--- config.mk ---
export PLATFORM = sky130hd
export DESIGN_NAME = approx_error_monitor_flat
export DESIGN_NICKNAME = d
export VERILOG_FILES = /design/src/rtl/approx_error_monitor_if.sv /design/src/rtl/approx_error_monitor.sv /design/src/flat_wrapper.sv
export SDC_FILE = /design/constraint.sdc
export NUM_CORES = 1
export LEC_CHECK = 0
export CAP_MARGIN = 20
export CORE_ASPECT_RATIO = 0.6
export CORE_MARGIN = 2
export CORE_UTILIZATION = 40
export CTS_CLUSTER_SIZE = 28
export DETAILED_ROUTE_END_ITERATION = 7
export DONT_BUFFER_PORTS = 1
export PLACE_DENSITY_LB_ADDON = 0.1
export SLEW_MARGIN = 15
export SYNTH_ARGS = -nofsm -noshare
export SYNTH_HDL_FRONTEND = slang
export SYNTH_SLANG_ARGS = --single-unit
--- constraint.sdc ---
create_clock -name clk -period 11 [get_ports clk]
set_clock_uncertainty 0.15 [all_clocks]
set_input_delay 1.1 -clock clk [delete_from_list [all_inputs] [get_ports clk]]
set_output_delay 1.1 -clock clk [all_outputs]
set_load 0.05 [all_outputs]
--- src/rtl/approx_error_monitor_if.sv ---
// Sample / control / result bundle for approx_error_monitor.
//   master : drives start, num_samples and one approx/exact sum pair per sample;
//            observes in_ready, busy, done and the accumulated results.
//   slave  : the monitor itself.
interface approx_error_monitor_if #(
    parameter int N     = 16,
    parameter int CNT_W = 32,
    parameter int ACC_W = 48
);
    logic             start;
    logic [CNT_W-1:0] num_samples;
    logic             in_valid;
    logic             in_ready;
    logic [N-1:0]     approx_s;
    logic             approx_co;
    logic [N-1:0]     exact_s;
    logic             exact_co;
    logic             busy;
    logic             done;
    logic [CNT_W-1:0] sample_count;
    logic [CNT_W-1:0] error_count;
    logic [CNT_W-1:0] zero_count;
    logic [ACC_W-1:0] sum_ed;
    logic [N:0]       max_ed;

    modport master (
        output start, num_samples, in_valid, approx_s, approx_co, exact_s, exact_co,
        input  in_ready, busy, done, sample_count, error_count, zero_count, sum_ed, max_ed
    );

    modport slave (
        input  start, num_samples, in_valid, approx_s, approx_co, exact_s, exact_co,
        output in_ready, busy, done, sample_count, error_count, zero_count, sum_ed, max_ed
    );
endinterface

--- src/rtl/approx_error_monitor.sv ---
// Error-metric accumulator for an approximate adder checked against its exact
// reference. Each accepted sample yields an error distance
// ED = |{approx_co,approx_s} - {exact_co,exact_s}|; the block accumulates the
// sample count, mismatch count, zero-exact count, saturating ED sum and peak ED.
// Ports:
//   clk  - rising-edge clock
//   rst  - asynchronous, active-high reset
//   bus  - approx_error_monitor_if.slave (start/num_samples, sample handshake,
//          busy/done status and result counters)
//
// state | meaning
// ------+------------------------------------------------------------
// IDLE  | after reset, waiting for start
// RUN   | accepting samples until num_samples have been taken
// DRAIN | no more accepts; waiting for stage 1 to retire into the totals
// DONE  | results final and held; start begins a new run
module approx_error_monitor #(
    parameter int N     = 16,
    parameter int CNT_W = 32,
    parameter int ACC_W = 48
) (
    input logic                   clk,
    input logic                   rst,
    approx_error_monitor_if.slave bus
);
    localparam int ED_W  = N + 1;
    // One bit wider than either operand so the saturation test sees the carry.
    localparam int SUM_W = ((ACC_W > ED_W) ? ACC_W : ED_W) + 1;
    localparam logic [SUM_W-1:0] SUM_MAX = {{(SUM_W-ACC_W){1'b0}}, {ACC_W{1'b1}}};

    typedef enum logic [1:0] {S_IDLE, S_RUN, S_DRAIN, S_DONE} state_t;

    state_t           state_q, state_d;
    logic [CNT_W-1:0] num_q, num_d;
    logic [CNT_W-1:0] accepted_q, accepted_d;
    logic             s1_valid_q, s1_valid_d;
    logic             s1_err_q, s1_err_d;
    logic             s1_zero_q, s1_zero_d;
    logic [ED_W-1:0]  s1_ed_q, s1_ed_d;
    logic [CNT_W-1:0] sample_count_q, sample_count_d;
    logic [CNT_W-1:0] error_count_q, error_count_d;
    logic [CNT_W-1:0] zero_count_q, zero_count_d;
    logic [ACC_W-1:0] sum_ed_q, sum_ed_d;
    logic [ED_W-1:0]  max_ed_q, max_ed_d;

    logic [ED_W-1:0]  approx_v, exact_v, ed;
    logic [SUM_W-1:0] sum_wide;
    logic             in_ready, accept, start_ok;

    assign approx_v = {bus.approx_co, bus.approx_s};
    assign exact_v  = {bus.exact_co, bus.exact_s};
    assign ed       = (approx_v >= exact_v) ? (approx_v - exact_v) : (exact_v - approx_v);
    assign sum_wide = SUM_W'(sum_ed_q) + SUM_W'(s1_ed_q);

    assign in_ready = (state_q == S_RUN) && (accepted_q < num_q);
    assign accept   = in_ready && bus.in_valid;
    assign start_ok = bus.start && ((state_q == S_IDLE) || (state_q == S_DONE));

    always_comb begin
        state_d        = state_q;
        num_d          = num_q;
        accepted_d     = accepted_q;
        s1_valid_d     = accept;
        s1_err_d       = s1_err_q;
        s1_zero_d      = s1_zero_q;
        s1_ed_d        = s1_ed_q;
        sample_count_d = sample_count_q;
        error_count_d  = error_count_q;
        zero_count_d   = zero_count_q;
        sum_ed_d       = sum_ed_q;
        max_ed_d       = max_ed_q;

        if (accept) begin
            s1_ed_d   = ed;
            s1_err_d  = (ed != '0);
            s1_zero_d = (exact_v == '0);
        end

        if (s1_valid_q) begin
            sample_count_d = sample_count_q + CNT_W'(1);
            error_count_d  = error_count_q + CNT_W'(s1_err_q);
            zero_count_d   = zero_count_q + CNT_W'(s1_zero_q);
            sum_ed_d       = (sum_wide > SUM_MAX) ? {ACC_W{1'b1}} : sum_wide[ACC_W-1:0];
            if (s1_ed_q > max_ed_q) begin
                max_ed_d = s1_ed_q;
            end
        end

        case (state_q)
            S_IDLE, S_DONE: begin
                if (start_ok) begin
                    state_d        = S_RUN;
                    num_d          = bus.num_samples;
                    accepted_d     = '0;
                    s1_valid_d     = 1'b0;
                    sample_count_d = '0;
                    error_count_d  = '0;
                    zero_count_d   = '0;
                    sum_ed_d       = '0;
                    max_ed_d       = '0;
                end
            end
            S_RUN: begin
                if (accept) begin
                    accepted_d = accepted_q + CNT_W'(1);
                    if (accepted_d == num_q) begin
                        state_d = S_DRAIN;
                    end
                end else if (num_q == '0) begin
                    state_d = S_DRAIN;
                end
            end
            S_DRAIN: begin
                // Stage 1 retires on the edge after the last accept; DONE follows once it reads empty.
                if (!s1_valid_q) begin
                    state_d = S_DONE;
                end
            end
            default: state_d = S_IDLE;
        endcase
    end

    always_ff @(posedge clk or posedge rst) begin
        if (rst) begin
            state_q        <= S_IDLE;
            num_q          <= '0;
            accepted_q     <= '0;
            s1_valid_q     <= 1'b0;
            s1_err_q       <= 1'b0;
            s1_zero_q      <= 1'b0;
            s1_ed_q        <= '0;
            sample_count_q <= '0;
            error_count_q  <= '0;
            zero_count_q   <= '0;
            sum_ed_q       <= '0;
            max_ed_q       <= '0;
        end else begin
            state_q        <= state_d;
            num_q          <= num_d;
            accepted_q     <= accepted_d;
            s1_valid_q     <= s1_valid_d;
            s1_err_q       <= s1_err_d;
            s1_zero_q      <= s1_zero_d;
            s1_ed_q        <= s1_ed_d;
            sample_count_q <= sample_count_d;
            error_count_q  <= error_count_d;
            zero_count_q   <= zero_count_d;
            sum_ed_q       <= sum_ed_d;
            max_ed_q       <= max_ed_d;
        end
    end

    assign bus.in_ready     = in_ready;
    assign bus.busy         = (state_q == S_RUN) || (state_q == S_DRAIN);
    assign bus.done         = (state_q == S_DONE);
    assign bus.sample_count = sample_count_q;
    assign bus.error_count  = error_count_q;
    assign bus.zero_count   = zero_count_q;
    assign bus.sum_ed       = sum_ed_q;
    assign bus.max_ed       = max_ed_q;
endmodule

--- src/flat_wrapper.sv ---
// flat-port wrapper written by rule: the top's interface ports become plain ports
module approx_error_monitor_flat 
#(
    parameter int N     = 16,
    parameter int CNT_W = 32,
    parameter int ACC_W = 48
)
  (clk, rst, bus_start, bus_num_samples, bus_in_valid, bus_approx_s, bus_approx_co, bus_exact_s, bus_exact_co, bus_in_ready, bus_busy, bus_done, bus_sample_count, bus_error_count, bus_zero_count, bus_sum_ed, bus_max_ed);
  approx_error_monitor_if #(.N(N), .CNT_W(CNT_W), .ACC_W(ACC_W)) bus_i ();
  input logic clk;
  input logic rst;
  input wire logic [$bits(bus_i.start)-1:0] bus_start;
  input wire logic [$bits(bus_i.num_samples)-1:0] bus_num_samples;
  input wire logic [$bits(bus_i.in_valid)-1:0] bus_in_valid;
  input wire logic [$bits(bus_i.approx_s)-1:0] bus_approx_s;
  input wire logic [$bits(bus_i.approx_co)-1:0] bus_approx_co;
  input wire logic [$bits(bus_i.exact_s)-1:0] bus_exact_s;
  input wire logic [$bits(bus_i.exact_co)-1:0] bus_exact_co;
  output wire logic [$bits(bus_i.in_ready)-1:0] bus_in_ready;
  output wire logic [$bits(bus_i.busy)-1:0] bus_busy;
  output wire logic [$bits(bus_i.done)-1:0] bus_done;
  output wire logic [$bits(bus_i.sample_count)-1:0] bus_sample_count;
  output wire logic [$bits(bus_i.error_count)-1:0] bus_error_count;
  output wire logic [$bits(bus_i.zero_count)-1:0] bus_zero_count;
  output wire logic [$bits(bus_i.sum_ed)-1:0] bus_sum_ed;
  output wire logic [$bits(bus_i.max_ed)-1:0] bus_max_ed;
  assign bus_i.start = bus_start;
  assign bus_i.num_samples = bus_num_samples;
  assign bus_i.in_valid = bus_in_valid;
  assign bus_i.approx_s = bus_approx_s;
  assign bus_i.approx_co = bus_approx_co;
  assign bus_i.exact_s = bus_exact_s;
  assign bus_i.exact_co = bus_exact_co;
  assign bus_in_ready = bus_i.in_ready;
  assign bus_busy = bus_i.busy;
  assign bus_done = bus_i.done;
  assign bus_sample_count = bus_i.sample_count;
  assign bus_error_count = bus_i.error_count;
  assign bus_zero_count = bus_i.zero_count;
  assign bus_sum_ed = bus_i.sum_ed;
  assign bus_max_ed = bus_i.max_ed;
  approx_error_monitor #(.N(N), .CNT_W(CNT_W), .ACC_W(ACC_W)) u_core (.clk(clk), .rst(rst), .bus(bus_i));
endmodule
# After elaboration in Yosys (flattened, before gate mapping)
# Index checks and enable logic that the tools add are counted.
[word_totals]
regBits = 247
inputBits = 70
elab_cells = 75
[classes]
muxes = 29
n_reduce_logical = 14
order_cmp = 4
addsub = 7
eq_ne = 9
[ops]
columns = ["cell", "count"]
rows = [
  ["2-to-1 mux 32 bit", 11],
  ["2-to-1 mux 48 bit", 4],
  ["2-to-1 mux 17 bit", 5],
  ["adder 32 x 1 -> 32 bit", 2],
  ["adder 32 x 1 -> 32 bit, second input constant", 2],
  ["case mux 32 bit (2 select lines)", 1],
  ["adder 48 x 17 -> 49 bit", 1],
  ["> comparator 49 x 48 -> 1 bit, second input constant", 1],
  ["subtractor 17 bit", 2],
  ["== test 32 bit", 1],
  ["logical NOT 32 bit", 1],
  ["< comparator 32 bit", 1],
  ["greater-or-equal comparator 17 bit", 1],
  ["> comparator 17 bit", 1],
  ["logical NOT 17 bit", 1],
  ["nonzero test 17 bit", 1],
  ["2-to-1 mux 2 bit", 5],
  ["case mux 2 bit (3 select lines)", 1],
  ["== test 2 bit, second input constant", 2],
  ["!= test 2 x 1 -> 1 bit, second input constant", 2],
  ["AND reduction 4 bit", 1],
  ["logical AND 1 bit", 3],
  ["!= test 3 x 2 -> 1 bit, second input constant", 1],
  ["!= test 3 bit, second input constant", 1],
  ["9 further kinds", 11],
]

# Logic depth before layout (Yosys ltp)
# Gate-level depths: netlist of the first run.
[logic_depth]
word_depth = 6
ltp_mapped = 14

# Worst setup path before layout of the first run
# No wires, ideal clock.
[synth_timing]
path_type = "register -> register"
from = "reg u_core.accepted_q[10]"
to = "reg u_core.s1_ed_q[10]"
setup_ns = 0.125
t_required_ns = 10.725
arrival_time_ns = 4.088
stages_incl_launch_ff = 11
period_less_slack_ns = 4.362
slack_ns = 6.638
path_cell_list = "dfrtp_1 ha_1 a21oi_1 nand2_1 a211oi_1 a21oi_1 nor4_1 and2_1 clkbuf_1 clkbuf_1 mux2_2"
[synth_via]
elab_chain_len = 3
[synth_rtl]
columns = ["item", "line_no", "source"]
rows = [
  ["from (decl)", "approx_error_monitor.sv:35", "logic [CNT_W-1:0] accepted_q, accepted_d;"],
  ["from (signal assigned)", "approx_error_monitor.sv:140", "accepted_q <= accepted_d;"],
  ["< comparator 32 bit", "approx_error_monitor.sv:55", "assign in_ready = (state_q == S_RUN) && (accepted_q < num_q);"],
  ["logical AND 1 bit", "approx_error_monitor.sv:55", ""],
  ["named net bus_in_ready", "flat_wrapper.sv:19", "output wire logic [$bits(bus_i.in_ready)-1:0] bus_in_ready;"],
  ["logical AND 1 bit", "approx_error_monitor.sv:56", "assign accept = in_ready && bus.in_valid;"],
  ["to (signal assigned)", "approx_error_monitor.sv:131", "s1_ed_q <= '0;"],
  ["to (signal assigned)", "approx_error_monitor.sv:144", "s1_ed_q <= s1_ed_d;"],
  ["to (decl)", "approx_error_monitor.sv:39", "logic [ED_W-1:0] s1_ed_q, s1_ed_d;"],
]
# The timed path passes the listed nets, and every way through them passes these cells.
# A chain may end at the register's enable or synchronous reset.

# Worst setup path in the final report of the first run
[layout_timing]
from = "reg u_core.sum_ed_q[0], in the netlist u_core.bus.sum_ed[0]"
to = "reg u_core.sum_ed_q[39], in the netlist u_core.bus.sum_ed[39]"
[layout_via]
elab_chain_len = 6
[layout_rtl]
columns = ["item", "line_no", "source"]
rows = [
  ["from (decl)", "approx_error_monitor.sv:43", "logic [ACC_W-1:0] sum_ed_q, sum_ed_d;"],
  ["from (signal assigned)", "approx_error_monitor.sv:148", "sum_ed_q <= sum_ed_d;"],
  ["adder 48 x 17 -> 49 bit (*)", "approx_error_monitor.sv:53", "assign sum_wide = SUM_W'(sum_ed_q) + SUM_W'(s1_ed_q);"],
  ["> comparator 49 x 48 -> 1 bit", "approx_error_monitor.sv:83", "sum_ed_d = (sum_wide > SUM_MAX) ? {ACC_W{1'b1}} : sum_wide[ACC_W-1:0];"],
  ["2-to-1 mux 48 bit (*)", "approx_error_monitor.sv:83", ""],
  ["2-to-1 mux 48 bit (*)", "approx_error_monitor.sv:79", "if (s1_valid_q) begin"],
  ["2-to-1 mux 48 bit", "approx_error_monitor.sv:91", "if (start_ok) begin"],
  ["2-to-1 mux 48 bit (*)", "approx_error_monitor.sv:89", "case (state_q)"],
  ["named net u_core.sum_ed_d[39]", "approx_error_monitor.sv:43", ""],
]
# Mark *: on every way through the listed nets, which the timed path passes. The rest lies on a longest branch.

==> summary.md, run 1 <==
| Metric | Value |
|---|---|
| Max H-tree Level | `1` |
| Family with the most delay on the worst path | `compound AO/OA/AOI/OAI gates` |
| Final ANT Viol Nets | `0` |
| Final worst path period share | `40.5%` |
| Rows | `56` |
| CP Depth | `12` |
| Critical Path RT | `approximately 11 ns` |
| TNS Setup | `0 ns` |
| Predominant post-synthesis flop cell | `dfrtp_1` |
| TritonRoute pass-1 iters | `5` |
| Reg-to-reg slack, setup | `6.55 ns` |
| PortBufs | `0` |
| Status | `finished clean` |
| DRC | `0` |
| Int Pwr | `0.00210 W` |
| Ys Warns | `0` |
| Slew Limit Fails | `0` |
| Nets | `just under 2000` |
| Combinational group share of total power | `38.2%` |
| GRT Total Usage | `between 20% and 30%` |
| Final core occ | `a little over two fifths` |
| WP data arrival | `between 4 and 5 ns` |
| Max FO, Critical Path | `13` |
| Clk buf depth | `3` |
| Worst skew pair latency | `0.55 ns` |
| DRT iter0 DRCs | `between 900 and 1000` |
| R2R cell count | `12` |
| F_max | `roughly 220 MHz` |
| Net Switching | `about 0.0017 W` |
| Die H | `159 um` |
| Critical path's largest stage delay | `between 0.7 and 0.8 ns` |
| CTS resizes | `0` |
| Io pins | `approximately 230` |
| Root Driver | `clkbuf_16` |
| CORE AREA | `around 39000 um^2` |
| Initial antenna violation count | `0` |
| # hold bufs at CTS | `0` |
| Switching portion of total power | `approximately 45%` |
| Via count | `13099` |
| Highest metal used | `met4` |
| Startpoint types | `flip-flop` |
| GRT overflow | `0` |
| Largest net degree at the start of global routing | `129` |
| CP Cell Sequence | `ha_1 > inv_1 > fa_1 > nor2b_1 > o21a_1 > o21ai_0 > a211oi_1 > o21ai_1 > a21o_1 > nand2_1 > nor3_1 > a211oi_1` |
| Via-to-Cell Ratio | `5.65` |
| Cell Area, Synth | `~16000 um^2` |
| Most frequent cell on the critical path | `a211oi_1` |
| Post-Route WL | `~47 mm` |
| Synth unique cells | `about 70` |
| DIE WIDTH | `between 200 and 300 um` |
| Final setup fails | `0` |
| CP Buf/Inv Count | `1` |
| Worst slew margin | `between 30 and 40%` |
| Global-route wire length before repair | `72.6 mm` |
| Initial core utilization | `between 40 and 50%` |
| Number of global-route vias before repair | `12303` |
| Synth Area per Inst | `8.75 um^2` |
| Tmin final | `about 4.5 ns` |
| Register share of total power | `a little under two fifths` |
| Number of synthesized flops with an enable pin | `0` |
| Critical path endpoint category | `flip-flop` |
| Post-CTS Setup Inserts | `0` |
| Power per cell area | `approximately 220 nW/um^2` |
| Leak Pwr | `around 7.7 nW` |
| CTS Sinks | `~250` |
| Worst min path class | `in2async` |
| Mapped Cells | `~1800` |
| WS Path Type | `reg2reg` |
| Synth async-reset ratio | `100%` |
| Share of cells above drive strength 1 | `under 10%` |
| Clock share of power | `roughly a quarter` |
| # fillers | `approximately 3800` |
| Met3 WL | `2.96 mm` |
| Final Hold Vio Count | `0` |
| Met1 WL | `between 20 and 25 mm` |
| CTS tree | `yes` |
| Routed wl met2 | `19.3 mm` |
| DR WL/cell | `between 20 and 25 um` |
| VDD IR max | `roughly 0.13 mV` |
| HPWL Detailed | `roughly 34 mm` |
| Sequential-to-total area share from yosys stat | `approximately two fifths` |
| Area Growth Syn to Fin | `7.87%` |
| RSZ-0062 raised after global routing | `no` |
| Number of synthesized register bits | `between 200 and 250` |
| Full die area | `just over 40000 um^2` |
| RePlAce Congestion | `a little under 0.9` |
| CTS buffer count | `27` |
| Slowest cell on the critical path | `nor3_1` |
| Slew @ Worst Pin | `a little under 1 ns` |
| Diodes inserted | `0` |
| Total of max-cap violations | `0` |
| Post-synth net total | `2007` |
| CTS clk-pin slew, worst paths | `0.06 ns` |
path summary, 6_finish.rpt:
kind / from / endpoint
setup reg to reg: u_core.bus.sum_ed[0]$_DFF_PP0_ / u_core.bus.sum_ed[39]$_DFF_PP0_
min in group clk: u_core.s1_zero_q$_DFFE_PP0P_ / u_core.s1_zero_q$_DFFE_PP0P_
setup / recovery: u_core.bus.sum_ed[0]$_DFF_PP0_ / u_core.bus.sum_ed[39]$_DFF_PP0_
max in group asynchronous: rst / u_core.bus.max_ed[15]$_DFF_PP0_
hold reg to reg: u_core.s1_zero_q$_DFFE_PP0P_ / u_core.s1_zero_q$_DFFE_PP0P_
hold / removal: rst / u_core.bus.sample_count[14]$_DFF_PP0_
synthesized netlist by cell type (all sizes together), types with 3 or more instances:
cell,n,area (um^2)
nand2b,6,37.5
nor2,168,631
ha,110,1380
a31oi,22,138
and3,41,259
fa,3,60.1
nand3,74,370
and4,18,168
a2111oi,6,60.1
o22ai,4,25.0
a211oi,17,128
nor3,26,130
o211a,3,30.0
buf,22,129
o21bai,4,30.0
nand4,53,347
o211ai,10,75.1
mux2,6,67.6
a21o,28,210
nand2,146,551
a221oi,3,32.5
a311oi,11,96.3
or4,5,37.5
mux2i,22,220
o31ai,24,180
nor4,22,138
dfrtp,247,6180
or3,18,113
xor2,90,788
a211o,3,26.3
clkbuf,67,251
o21ai,153,766
inv,111,417
nor2b,10,62.6
or2,4,25.0
a41oi,4,35.0
a21oi,124,621
o21a,18,135
xnor2,67,587
and2,22,138
o41ai,6,52.6
state kept, by name, summed over array words and instances, names as in the netlist:
| signal | count |
|---|---|
| u_core.bus.sum_ed | 48 |
| u_core.accepted_q | 32 |
| u_core.bus.error_count | 32 |
| u_core.bus.sample_count | 32 |
| u_core.bus.zero_count | 32 |
| u_core.num_q | 32 |
| u_core.bus.max_ed | 17 |
| u_core.s1_ed_q | 17 |
| u_core.state_q | 2 |
| u_core.s1_err_q | 1 |
| u_core.s1_valid_q | 1 |
| u_core.s1_zero_q | 1 |
per-layer routing:
metal  global-route usage [%]  vias to the layer above
met5                        0                        -
met4                     4.06                        0
met3                     5.03                       53
met2                     30.9                      278
met1                     34.2                     6369
li1                         -                     6399
layout by cell type (no fill, tap or decap), types with 5 or more instances in the layout:
cell,n
and4_1,14
nand2_1,145
clkbuf_16,27
a211oi_1,17
nand2b_1,6
ha_1,110
inv_1,110
and2_1,19
a311oi_1,11
and3_1,39
o211ai_1,10
o21ai_0,151
xor2_1,90
clkbuf_8,6
mux2i_1,22
nand3_1,74
or4_1,5
a21oi_1,124
nand4_1,52
nor2_1,168
clkbuf_1,10
nor4_1,21
dfrtp_1,246
nor3_1,26
o21a_1,18
o31ai_1,24
o41ai_1,6
mux2_2,6
or3_1,18
nor2b_1,10
buf_4,14
a21o_1,28
a31oi_1,21
xnor2_1,67
kinds of logic (layout without fill, tap and decap cells):
kind of cell / after synthesis / after routing / synth area share [%]
DFF: 247 / 247 / 38.7
muxes: 28 / 28 / 1.80
and+or+nand+nor: 617 / 617 / 19.0
buffers and inverters: 200 / 173 / 5.00
AOI/OAI and AO/OA: 462 / 462 / 17.8
xor gates and xnor gates: 157 / 157 / 8.62
adders and majority gates: 113 / 113 / 9.00
cell type report:
| class | count | area (um^2) | share of cell area, % |
|---|---|---|---|
| inverter | 111 | 424 | 2.46 |
| multi-input combinational | 1377 | 8990 | 52.2 |
| tap | 522 | 653 | 3.79 |
| clock inverter | 4 | 51.3 | 0.298 |
| sequential | 247 | 6180 | 35.9 |
| clock buffer | 43 | 796 | 4.62 |
| timing repair buffer | 15 | 113 | 0.654 |
power groups by stage:
stage          Sequential (W)  Combinational, W  Clock, W
2_1_floorplan         0.00134           0.00113         0
3_3_place_gp          0.00146           0.00143         0
3_5_place_dp          0.00146           0.00144         0
4_1_cts               0.00145           0.00145  0.000928
5_1_grt               0.00147           0.00165  0.000964
6_report              0.00144           0.00145  0.000900
through the flow:
| step | power [W] | area (um^2) | hold WS, ns | std cells | setup slack (ns) |
|---|---|---|---|---|---|
| 6_report | 0.00379 | 17200 | 0.386 | 2319 | 6.55 |
| 5_1_grt | 0.00408 | 17200 | 0.429 | 2319 | 6.29 |
| 4_1_cts | 0.00383 | 17200 | 0.399 | 2318 | 6.57 |
| 3_5_place_dp | 0.00290 | 16400 | 0.383 | 2271 | 6.43 |
| 3_3_place_gp | 0.00289 | 16400 | 0.377 | 2271 | 6.47 |
| 2_1_floorplan | 0.00247 | 16000 | 0.322 | 1824 | 2.96 |
No activity file was read; power rests on OpenSTA's default activity.
==> inputs of run 2 (changes only) <==
- clock period: 11 -> 4.5 ns (I/O delays scaled with it)
==> run 2 against run 1 <==
  * Routed wire length grew 3.0%
  * Clock power grew to 2.9 times the previous value
  * Combinational power grew to 2.6 times the previous value
  * Global-route usage grew 0.83 points
  * Sequential share of layout area shrank 1.7 points
  * Maximum frequency grew 6.3%
  * Register-to-register slack lost 6.2 ns
  * Cell count grew 3.1%
  * Total power grew to 2.6 times the previous value
  * Sequential power grew 140%
  * Critical endpoint is now u_core.bus.sum_ed[35]$_DFF_PP0_
==> summary.md, run 2 (same netlist as run 1, synthesis figures left out) <==
| Metric | Value |
|---|---|
| Share of cells above drive strength 1 | `6.96%` |
| Power per cell area | `~550 nW/um^2` |
| R2R cell count | `8` |
| Hold path endpoint | `u_core.s1_ed_q[0]$_DFFE_PP0P_` |
| Final Hold Vio Count | `0` |
| Root Driver | `clkbuf_16` |
| DRC | `0` |
| Die H | `approximately 160 um` |
| WP data arrival | `between 4 and 5 ns` |
| RePlAce Congestion | `approximately 0.9` |
| Diodes inserted | `0` |
| Slew Limit Fails | `0` |
| Critical path endpoint category | `flip-flop` |
| Global-route wire length before repair | `about 76 mm` |
| TritonRoute pass-1 iters | `5` |
| DRT iter0 DRCs | `1085` |
| Worst min path class | `in2reg` |
| Clk buf depth | `3` |
| TNS Setup | `0 ns` |
| CORE AREA | `39200 um^2` |
| Area Growth Syn to Fin | `13.3%` |
| Most frequent cells in the layout | `246 x dfrtp_1, 168 x nor2_1, 151 x o21ai_0, 145 x nand2_1, 124 x a21oi_1` |
| WS Path Type | `reg2reg` |
| Reg-to-Reg Start | `u_core.bus.sum_ed[7]$_DFF_PP0_` |
| Final Hold Slack | `0.115 ns` |
| Nets | `2032` |
| Via-to-Cell Ratio | `5.62` |
| Slew @ Worst Pin | `0.968 ns` |
| GRT Total Usage | `~23%` |
| Initial antenna violation count | `0` |
| CTS tree | `yes` |
| Max FO, Critical Path | `13` |
| Commonest non-fill, non-tap cell in the layout | `dfrtp_1` |
| CTS Sinks | `between 200 and 250` |
| Status | `finished clean` |
| Post-CTS Setup Inserts | `0` |
| GRT overflow | `0` |
| F_max | `between 200 and 250 MHz` |
| HPWL Detailed | `between 30 and 40 mm` |
| Reg-to-reg slack, setup | `0.31 ns` |
| RR Endpoint | `u_core.bus.sum_ed[35]$_DFF_PP0_` |
| RSZ-0062 raised after global routing | `no` |
| Final worst path period share | `between 90% and 100%` |
| Worst skew pair latency | `around 0.55 ns` |
| Hold_sp | `bus_approx_s[0]` |
| Initial core utilization | `between 40% and 50%` |
| CTS buffer count | `27` |
| Startpoint types | `flip-flop` |
| Final Power | `between 0.009 and 0.01 W` |
| PortBufs | `0` |
| Final ANT Viol Nets | `0` |
| Largest net degree at the start of global routing | `91` |
| Post-Route WL | `~48 mm` |
| CTS clk-pin slew, worst paths | `approximately 0.070 ns` |
| DIE WIDTH | `roughly 260 um` |
| Io pins | `between 200 and 250` |
| Critical Path RT | `4.76 ns` |
| Hold path depth | `2` |
| VDD IR max | `between 0.3 and 0.4 mV` |
| Leak Pwr | `between 8 and 9 nW` |
| DR WL/cell | `~20 um` |
| Via count | `13433` |
| Number of global-route vias before repair | `12848` |
| Rows | `between 50 and 60` |
| Max H-tree Level | `1` |
| Total of max-cap violations | `0` |
| Tmin final | `roughly 4.2 ns` |
| Full die area | `between 40000 and 50000 um^2` |
| Worst slew margin | `around 34%` |
| Final setup fails | `0` |
| Max reg flops | `48` |
## run 2: changes by cell type in the layout (fill, tap and decap cells not counted), moves of 3 or more
| cell | before | now |
|---|---|---|
| clkbuf_1 | 10 | 0 |
| dlygate4sd3_1 | 0 | 34 |
| bufinv_16 | 1 | 7 |
| buf_12 | 0 | 3 |
| buf_4 | 14 | 47 |
## run 2: worst max-delay path, cell delays in order, from the launching register on
cell	delay, ns
dfrtp_1	0.71
ha_1	0.35
a2111oi_0	0.60
a211oi_1	0.21
o21ai_1	0.41
a21o_1	0.45
nand2_1	0.39
nor3_1	0.61
a211oi_1	0.16
## run 2: routing by layer
| layer | wire length, um | vias to the layer above | track usage (%) |
|---|---|---|---|
| met1 | 24200 | 6528 | 34.9 |
| li1 | - | 6537 | - |
| met3 | 3270 | 43 | 5.56 |
| met4 | 777 | 0 | 3.98 |
| met5 | 0 | - | 0 |
| met2 | 20000 | 325 | 32.7 |
## run 2: worst max path at each step
stage / depth (start not counted) / slack [ns] / endpoint / from
final: 8 / 0.31 / u_core.bus.sum_ed[35]$_DFF_PP0_ / u_core.bus.sum_ed[7]$_DFF_PP0_
after global routing: 8 / 0.06 / u_core.bus.sum_ed[39]$_DFF_PP0_ / u_core.bus.sum_ed[7]$_DFF_PP0_
after global placement: 10 / 0.53 / u_core.bus.sum_ed[35]$_DFF_PP0_ / u_core.bus.sum_ed[2]$_DFF_PP0_
after CTS: 10 / 0.40 / u_core.bus.sum_ed[35]$_DFF_PP0_ / u_core.bus.sum_ed[6]$_DFF_PP0_
after detailed placement: 10 / 0.40 / u_core.bus.sum_ed[39]$_DFF_PP0_ / u_core.bus.sum_ed[2]$_DFF_PP0_
after floorplan: 10 / 0.14 / u_core.s1_ed_q[10]$_DFFE_PP0P_ / u_core.accepted_q[10]$_DFFE_PP0P_
## run 2: through the flow
stage               area, um^2  utilization [%]  setup WS [ns]  std cells
finish                   18100             46.1          0.312       2391
floorplan                16000                -          0.138       1824
CTS                      18000             46.1          0.400       2390
detailed placement       16700             42.5          0.404       2307
global route             18100             46.1         0.0629       2391
global placement         16700             42.5          0.533       2307
## run 2: final cells by class
cell class                      instances  area, um^2
Multi-Input combinational cell       1377        8990
Clock buffer                           35         786
Clock inverter                         14         258
Inverter                              111         420
Tap cell                              522         653
Timing Repair Buffer                   85         781
Sequential cell                       247        6180
Fill cell                            3825       21100
## run 2: where the power goes
group / internal [W] / total, W / switching [W]
registers: 0.00257 / 0.00342 / 0.000848
logic: 0.00138 / 0.00379 / 0.00241
clock network: 0.00163 / 0.00264 / 0.00100
## run 2: timing repair
action	CTS	global route
hold buffers	34	0
gates resized for setup	0	0
hold endpoints to repair	204	0
==> inputs of run 3 (changes only) <==
- clock period: 4.5 -> 4.4 ns (I/O delays scaled with it)
==> run 3 against run 2 <==
  * Critical path depth increased by 6
  * Total power grew 1.0%
  * Cell count rose by 0.42%
  * Design area barely moved
  * Non-clock buffer count grew 9
  * Flip-flop and latch count did not move
  * Via count is 1.2% higher
  * Global-route usage is 0.27 points lower
  * Combinational power is 5.8% higher
  * Core utilization about the same
  * Routed wire length fell by 0.86%
==> summary.md, run 3 (same netlist as run 1, synthesis figures left out) <==
| Metric | Value |
|---|---|
| Status | `finished clean` |
| Reg-to-Reg Start | `u_core.bus.sum_ed[0]$_DFF_PP0_` |
| # hold bufs at CTS | `34` |
| CTS Sinks | `roughly 250` |
| Critical path endpoint category | `flip-flop` |
| Nets | `2042` |
| DRT iter0 DRCs | `between 900 and 1000` |
| Worst setup path end | `u_core.bus.sum_ed[21]$_DFF_PP0_` |
| Power per cell area | `551 nW/um^2` |
| Diodes inserted | `0` |
| Met3 Usage GRT | `about 4.5%` |
| Most frequent cell on the critical path | `buf_4` |
| Max reg flops | `48` |
| Root Driver | `clkbuf_16` |
| Reg-to-reg slack, setup | `0.46 ns` |
| Final core occ | `a little under half` |
| RSZ-0062 raised after global routing | `no` |
| Area Growth Syn to Fin | `13.3%` |
| Largest net degree at the start of global routing | `88` |
| Final ANT Viol Nets | `0` |
| Tmin final | `between 3 and 4 ns` |
| CTS resizes | `0` |
| Storage cell area | `6180 um^2` |
| WP data arrival | `between 4 and 5 ns` |
| HPWL Detailed | `about 35 mm` |
| Multi-input logic area | `about 9000 um^2` |
| # fillers | `between 3000 and 4000` |
| Total of max-cap violations | `0` |
| Post-Route WL | `about 48 mm` |
| CP startpoint | `u_core.bus.sum_ed[0]$_DFF_PP0_` |
| Final worst path period share | `89.5%` |
| VDD IR max | `just over 0.3 mV` |
| Worst min path class | `in2reg` |
| Startpoint types | `flip-flop` |
| Switching portion of total power | `43.8%` |
| F_max | `about 250 MHz` |
| Share of cells above drive strength 1 | `7.29%` |
| TritonRoute pass-1 iters | `4` |
| CTS buffer count | `28` |
| Critical Path RT | `4.70 ns` |
| DR WL/cell | `between 15 and 20 um` |
| CP Cell Sequence | `ha_1 > inv_1 > fa_1 > nor2b_1 > o21a_1 > o21ai_0 > a211oi_1 > o21ai_1 > buf_4 > a21o_1 > buf_4 > and2_1 > and3_1 > a311oi_1` |
| Commonest non-fill, non-tap cell in the layout | `dfrtp_1` |
| Die H | `about 160 um` |
| Combinational group share of total power | `around 40%` |
| Grt peak-use layer | `met1` |
| PortBufs | `0` |
| Slowest cell on the critical path | `dfrtp_1` |
| Clock share of power | `between 20% and 30%` |
| Rows | `between 50 and 60` |
| Slew Limit Fails | `0` |
| DIE WIDTH | `around 260 um` |
| GRT Total Usage | `between 20% and 30%` |
| Net Switching | `0.00436 W` |
| Max H-tree Level | `1` |
| Clk buf depth | `3` |
| Post-CTS Setup Inserts | `0` |
| Leak Pwr | `a little over 8 nW` |
| Worst skew pair latency | `between 0.5 and 0.6 ns` |
| GRT overflow | `0` |
| Via-to-Cell Ratio | `approximately 5.7` |
| CORE AREA | `between 30000 and 40000 um^2` |
| Met1 Resource Use GR | `~36%` |
| TNS Setup | `0 ns` |
| CTS tree | `yes` |
| Max FO, Critical Path | `14` |
| Initial antenna violation count | `1` |
| Register share of total power | `34.5%` |
| Worst slew margin | `a little over two fifths` |
| Met2 usage | `31.8%` |
| Slew @ Worst Pin | `0.858 ns` |
| DRC | `0` |
| Global-route wire length before repair | `74.7 mm` |
| Io pins | `234` |
| Critical path's largest stage delay | `between 0.7 and 0.8 ns` |
| Number of global-route vias before repair | `~13000` |
| R2R cell count | `14` |
| Initial core utilization | `between 40 and 50%` |
| WS Path Type | `reg2reg` |
| Full die area | `roughly 42000 um^2` |
| RR Endpoint | `u_core.bus.sum_ed[21]$_DFF_PP0_` |
| Final setup fails | `0` |
| Int Pwr | `between 0.005 and 0.006 W` |
| CTS clk-pin slew, worst paths | `approximately 0.070 ns` |
| RePlAce Congestion | `just under 0.9` |
| Final Hold Vio Count | `0` |
| Via count | `about 14000` |
| Most frequent cells in the layout | `246 x dfrtp_1, 168 x nor2_1, 151 x o21ai_0, 145 x nand2_1, 124 x a21oi_1` |
run 3: cell count changes in the layout (fill, tap and decap cells not counted):
cell / previous run / this run
buf_4: 47 / 56
bufinv_16: 7 / 3
clkbuf_1: 0 / 3
clkbuf_16: 27 / 29
clkbuf_8: 8 / 7
clkinv_2: 3 / 4
inv_6: 1 / 0
inv_8: 0 / 1
run 3: metrics by stage:
step / std cells / hold slack, ns / instance area, um^2 / setup WS [ns] / power [W]
floorplan: 1824 / 0.322 / 16000 / 0.0376 / 0.00618
global placement: 2316 / 0.104 / 16700 / 0.566 / 0.00738
detailed placement: 2316 / 0.104 / 16700 / 0.472 / 0.00742
CTS: 2400 / 0.0833 / 18000 / 0.469 / 0.0100
global route: 2401 / 0.0905 / 18100 / 0.144 / 0.0107
finish: 2401 / 0.0977 / 18100 / 0.461 / 0.00995
run 3: worst min-delay path by stage:
| stage | startpoint | to | cells past startpoint |
|---|---|---|---|
| 3_5_place_dp | rst | u_core.num_q[29]$_DFFE_PP0P_ | 1 |
| 5_1_grt | bus_approx_s[0] | u_core.s1_ed_q[0]$_DFFE_PP0P_ | 2 |
| 3_3_place_gp | rst | u_core.num_q[29]$_DFFE_PP0P_ | 1 |
| 2_1_floorplan | u_core.num_q[0]$_DFFE_PP0P_ | u_core.num_q[0]$_DFFE_PP0P_ | 2 |
| 4_1_cts | bus_approx_s[0] | u_core.s1_ed_q[0]$_DFFE_PP0P_ | 2 |
| 6_report | bus_approx_s[0] | u_core.s1_ed_q[0]$_DFFE_PP0P_ | 2 |
run 3: final cells by class:
class	count	area share, %
Multi-Input combinational cell	1377	49.7
Clock buffer	39	4.61
Tap cell	522	3.61
Timing Repair Buffer	94	4.69
Sequential cell	247	34.2
Inverter	111	2.33
Clock inverter	11	0.803
run 3: metal layers:
| layer | vias to the layer above | share of wire, % |
|---|---|---|
| met5 | - | 0.027 |
| met1 | 6685 | 51 |
| li1 | 6555 | - |
| met4 | 2 | 1.6 |
| met2 | 305 | 42 |
| met3 | 48 | 6.0 |
run 3: power groups by stage:
stage	sequential (W)	clock, W	combinational, W
floorplan	0.00336	0	0.00281
global placement	0.00347	0	0.00391
detailed placement	0.00347	0	0.00395
CTS	0.00343	0.00258	0.00401
global route	0.00349	0.00268	0.00448
finish	0.00343	0.00251	0.00401
run 3: worst max-delay path, delay by kind of cell (launching register included):
family	cells	cell delay (ns)
AOI/OAI and AO/OA	6	1.09
and+or+nand+nor	3	0.83
DFF	1	0.72
adders and majority gates	2	0.66
buffers and inverters	3	0.40
